<file path="src/rtl/ldq_violation_detect.sv">
// rtl/ldq_violation_detect.sv - memory-order violation detect on store address resolution
// Picks the oldest executed, address-matching load younger than the resolving store.
module ldq_violation_detect #(
  parameter int DEPTH = 16,
  parameter int INDEX = 4
) (
  input  logic             clk,
  input  logic             reset,
  input  logic             flush_i,
  input  logic             stValid_i,
  input  logic [DEPTH-1:0] matchVect_i,
  input  logic [INDEX-1:0] stLdqPtr_i,
  input  logic [INDEX-1:0] ldqTail_i,
  input  logic             ldqFull_i,
  input  logic             ldExec_i,
  input  logic [INDEX-1:0] ldExecIdx_i,
  input  logic             ldAlloc_i,
  input  logic [INDEX-1:0] ldAllocIdx_i,
  output logic             violation_o,
  output logic [INDEX-1:0] violIdx_o
);

  logic [DEPTH-1:0] exec_q;
  logic [DEPTH-1:0] exec_d;
  logic [DEPTH-1:0] young;
  logic [DEPTH-1:0] exec_view;
  logic [DEPTH-1:0] elig;
  logic [DEPTH-1:0] rot;
  logic [INDEX-1:0] span;
  logic [INDEX-1:0] off;
  logic [INDEX-1:0] src;
  logic [INDEX-1:0] rot_idx;
  logic [INDEX-1:0] sel_idx;
  logic             hit;

  // Allocation is applied after execute so a same-index collision ends cleared.
  always_comb begin
    exec_d = exec_q;
    if (ldExec_i)  exec_d[ldExecIdx_i]  = 1'b1;
    if (ldAlloc_i) exec_d[ldAllocIdx_i] = 1'b0;
  end

  always_ff @(posedge clk) begin
    if (reset || flush_i) begin
      exec_q <= '0;
    end else begin
      exec_q <= exec_d;
    end
  end

  always_comb begin
    young = '0;
    off   = '0;
    src   = '0;
    rot   = '0;
    span  = ldqTail_i - stLdqPtr_i;
    // Distance from the store pointer, modulo DEPTH, handles wrap-around without case splits.
    for (int i = 0; i < DEPTH; i++) begin
      off      = INDEX'(i) - stLdqPtr_i;
      young[i] = (off < span) || ((span == '0) && ldqFull_i);
    end

    // Same-cycle execute is bypassed in: that load already read stale data.
    exec_view = exec_q | (ldExec_i ? (DEPTH'(1) << ldExecIdx_i) : '0);
    elig      = stValid_i ? (matchVect_i & exec_view & young) : '0;

    for (int k = 0; k < DEPTH; k++) begin
      src    = INDEX'(k) + stLdqPtr_i;
      rot[k] = elig[src];
    end

    rot_idx = '0;
    for (int k = DEPTH - 1; k >= 0; k--) begin
      if (rot[k]) rot_idx = INDEX'(k);
    end
    hit     = |elig;
    sel_idx = rot_idx + stLdqPtr_i;
  end

  always_ff @(posedge clk) begin
    if (reset) begin
      violation_o <= 1'b0;
      violIdx_o   <= '0;
    end else begin
      violation_o <= hit && !flush_i;
      if (hit && !flush_i) violIdx_o <= sel_idx;
    end
  end

endmodule
</file>
<file path="config.mk">
export PLATFORM = sky130hd
export DESIGN_NAME = ldq_violation_detect
export DESIGN_NICKNAME = d
export VERILOG_FILES = /design/src/rtl/ldq_violation_detect.sv
export SDC_FILE = /design/constraint.sdc
export NUM_CORES = 1
export LEC_CHECK = 0
export ABC_CLOCK_PERIOD_IN_PS = 10100
export BUFFER_PORTS_ARGS = -buffer_cell sky130_fd_sc_hd__clkbuf_2
export CAP_MARGIN = 20
export CORE_ASPECT_RATIO = 1.1
export CORE_MARGIN = 5
export CORE_UTILIZATION = 55
export CTS_CLUSTER_DIAMETER = 80
export CTS_CLUSTER_SIZE = 30
export DETAILED_ROUTE_END_ITERATION = 8
export PLACE_DENSITY = 0.74
export SYNTH_ARGS = -nofsm -noshare
export SYNTH_HDL_FRONTEND = slang
export SYNTH_SLANG_ARGS = --single-unit
</file>
<file path="constraint.sdc">
create_clock -name clk -period 10.1 [get_ports clk]
set_clock_uncertainty 0.1 [all_clocks]
set_input_delay 2.525 -clock clk [delete_from_list [all_inputs] [get_ports clk]]
set_output_delay 2.525 -clock clk [all_outputs]
set_load 0.01 [all_outputs]
</file>
==> results.py <==
metrics = {
    "status": {
        "outcome": "complete, no violations",
    },
    "sta": {
        "rsz0062_at_grt": "false",
        "clock.fmax_mhz": 115.4,
        "hold_violations": 0,
        "slew_viol_final": 0,
        "slew_headroom_pct": 30.99,
        "period_needed_ps": 8666,
        "setup_tns_ps": 0,
        "worstMarginPinSlew_ps": 1009,
        "setup_viol": 0,
        "period_share_pct": 85.81,
    },
    "drt": {
        "wirelength_um": 14060,
        "ant_nets": 0,
        "dr.pass1.iters": 5,
        "drcViolationCount": 0,
        "wire_per_inst_um": 22.04,
        "drt_iter0_markers": 483,
        "dr_total_vias": 4612,
        "via_per_inst": 7.229,
    },
    "clock_tree": {
        "cts_setup_buffers": 0,
        "numCtsBuffers": 3,
        "clk_latency_ps": 270,
        "cts_resized": 0,
        "cts_root_buf": "clkbuf_8",
        "cts-htree-levels": 1,
        "cts_hold_buf": 0,
        "cts_tree": "yes",
        "cts.reportedPaths.clkPinSlew_ps": 90,
        "cts_buffer_depth": 2,
        "cts.sinks": 21,
    },
    "setup_path": {
        "path_cells": "clkbuf_2 -> ha_1 -> inv_1 -> fa_1 -> xnor2_2 -> ha_1 -> o21ai_0 -> nand2_1 -> a2111oi_0 -> o211ai_1 -> a32oi_1 -> a211oi_1 -> a221oi_1 -> a21oi_2 -> nand2_1 -> a21oi_1 -> o311a_1 -> ha_1 -> a21o_1 -> a21oi_1 -> xnor2_1 -> o31a_1 -> o31a_1",
        "cpMostUsedCell": "ha_1",
        "worstPathMaxFanout": 15,
        "crit_family": "compound AO/OA/AOI/OAI gates",
        "path_class": "primary input to flop",
        "worstPathRequired_ps": 10170,
        "critPathLaunchType": "primary input",
        "crit_slowest_cell": "a2111oi_0",
        "crit_buf_inv": 2,
        "end_kind": "flop",
        "cp.arrival_ps": 8730,
        "crit_path_max_incr_delay_ps": 950,
    },
    "synth": {
        "yosysWarnings": 0,
        "synth_edf_count": 0,
        "syn-num-nets": 596,
        "ys.flop_type": "dfxtp_1",
        "synthCells": 527,
        "async_reset_ff_share_pct": 0,
        "ys_ff_latch": 21,
        "ys_top_cells_by_area": "dfxtp_1, ha_1, a211oi_1, mux4_2, nand2_1",
        "yosysSeqAreaShare_pct": 10.56,
        "netlist.top_cell.by_area": "dfxtp_1",
        "postSynthAreaPerCell_um2": 7.555,
        "synthesis.area_um2": 3981,
        "synth_cell_types": 75,
        "synth_top_area_share_pct": 10.56,
    },
    "global_route": {
        "grt_usage_pct": 30.36,
        "grt_overflow": 0,
        "antenna_found_initial": 0,
        "first_global_vias": 4394,
        "grt_max_degree": 30,
        "grt_first_pass_wirelength_um": 22300,
    },
    "placement": {
        "place.gp.congestion": 1.019,
        "dp_hpwl_um": 11300,
        "io_buffer_count": 43,
    },
    "die": {
        "core_um2": 7047,
        "fp.dieArea_um2": 9042,
        "die_h_um": 99.24,
        "rows": 32,
        "die_w_um": 91.12,
        "initial_core_util_pct": 56.50,
        "ios": 44,
    },
    "power": {
        "pwr_density_cell_nw_per_um2": 93.57,
        "peakVddDrop_uv": 56.54,
        "power_uw": 401.0,
        "p_leak_uw": 0.001603,
    },
    "min_path": {
        "hp-class": "flop to flop",
    },
    "final_layout": {
        "final_common_cell": "nand2_1",
        "fillers": 657,
        "n_antenna_cell": 0,
        "nets": 623,
        "drive_above_1_share_pct": 17.36,
        "area_growth_pct": 7.637,
        "layout_common_cells": "nand2_1, clkbuf_2, nor2_1",
    },
    "run": {
        "maxCapViolations": 0,
    },
}
==> cells in the mapped netlist, drive strengths merged (5+ instances only) <==
cell     number
a2111oi      14
a211oi       29
a21o          9
a21oi        33
a221oi       10
a22oi         5
a311oi       12
a31oi        11
and2          5
and3          6
buf          10
clkbuf       20
dfxtp        21
ha           28
inv          21
mux2i         7
mux4          8
nand2        49
nand2b        5
nand3        25
nor2         40
nor2b         9
nor3         17
nor4         10
o211ai       15
o21a          7
o21ai        20
o22ai         5
xnor2        16
==> worst min-delay path: stages, from the launching register on <==
cell and delay [ps]:
dfxtp_1 320, nand2_1 50, a21oi_1 50
==> metal layers <==
layer | track usage, % | wire (um) | vias up
li1 | - | - | 2129
met1 | 36.22 | 5369 | 2144
met2 | 51.39 | 6585 | 279
met3 | 5.825 | 1228 | 60
met4 | 16.03 | 877 | 0
met5 | 0 | 0 | -
==> path summary, 6_finish.rpt <==
path / startpoint / end / slack [ps] / depth (start not counted)
worst max register to register: exec_q[4]$_SDFF_PP0_ / violIdx_o[3]$_SDFFE_PP0P_ / 5930 / 16
worst min-delay path: violIdx_o[1]$_SDFFE_PP0P_ / violIdx_o[1]$_SDFFE_PP0P_ / 360 / 2
worst max-delay path: stLdqPtr_i[0] / violIdx_o[3]$_SDFFE_PP0P_ / 1430 / 23
worst min register to register: violIdx_o[1]$_SDFFE_PP0P_ / violIdx_o[1]$_SDFFE_PP0P_ / 360 / 2
==> flip-flops by register name (all words and copies together), names as in the netlist <==
name and count:
violation_o 1, exec_q 16, violIdx_o 4
==> final cells by class <==
class                      instances  area (um2)  share of cell area [%]
clock inverter                     1       7.507                  0.1752
multi-input combinational        453        3341                   77.96
sequential                        21       420.4                   9.810
inverter                          23       86.33                   2.015
timing repair buffer              52       282.8                   6.599
tap                               85       106.4                   2.482
clock buffer                       3       41.29                  0.9635
==> cell families after synthesis <==
kind of cell,share of synthesized area [%]
DFF,10.56
muxes,7.134
xor gates and xnor gates,4.369
adders and majority gates,9.805
and+or+nand+nor,23.57
buffers and inverters,5.531
AOI/OAI and AO/OA,39.03
==> power by group <==
part	switching, uW	internal [uW]
clock	32.9	28.0
combinational	164	91.2
sequential	0.612	84.3
total	198	203
==> per-stage QoR <==
| step | cell area (um2) | util (%) | hold slack [ps] | std cells | setup WS [ps] |
|---|---|---|---|---|---|
| detailed placement | 4237 | 60.12 | 348.8 | 634 | 1350 |
| global placement | 4237 | 60.12 | 344.3 | 634 | 1489 |
| CTS | 4285 | 60.81 | 361.3 | 638 | 1622 |
| finish | 4285 | 60.81 | 356.6 | 638 | 1434 |
| floorplan | 3981 | - | 374.5 | 527 | 1838 |
| global route | 4285 | 60.81 | 392.9 | 638 | 1232 |
Power figures use the tool's default switching activity.
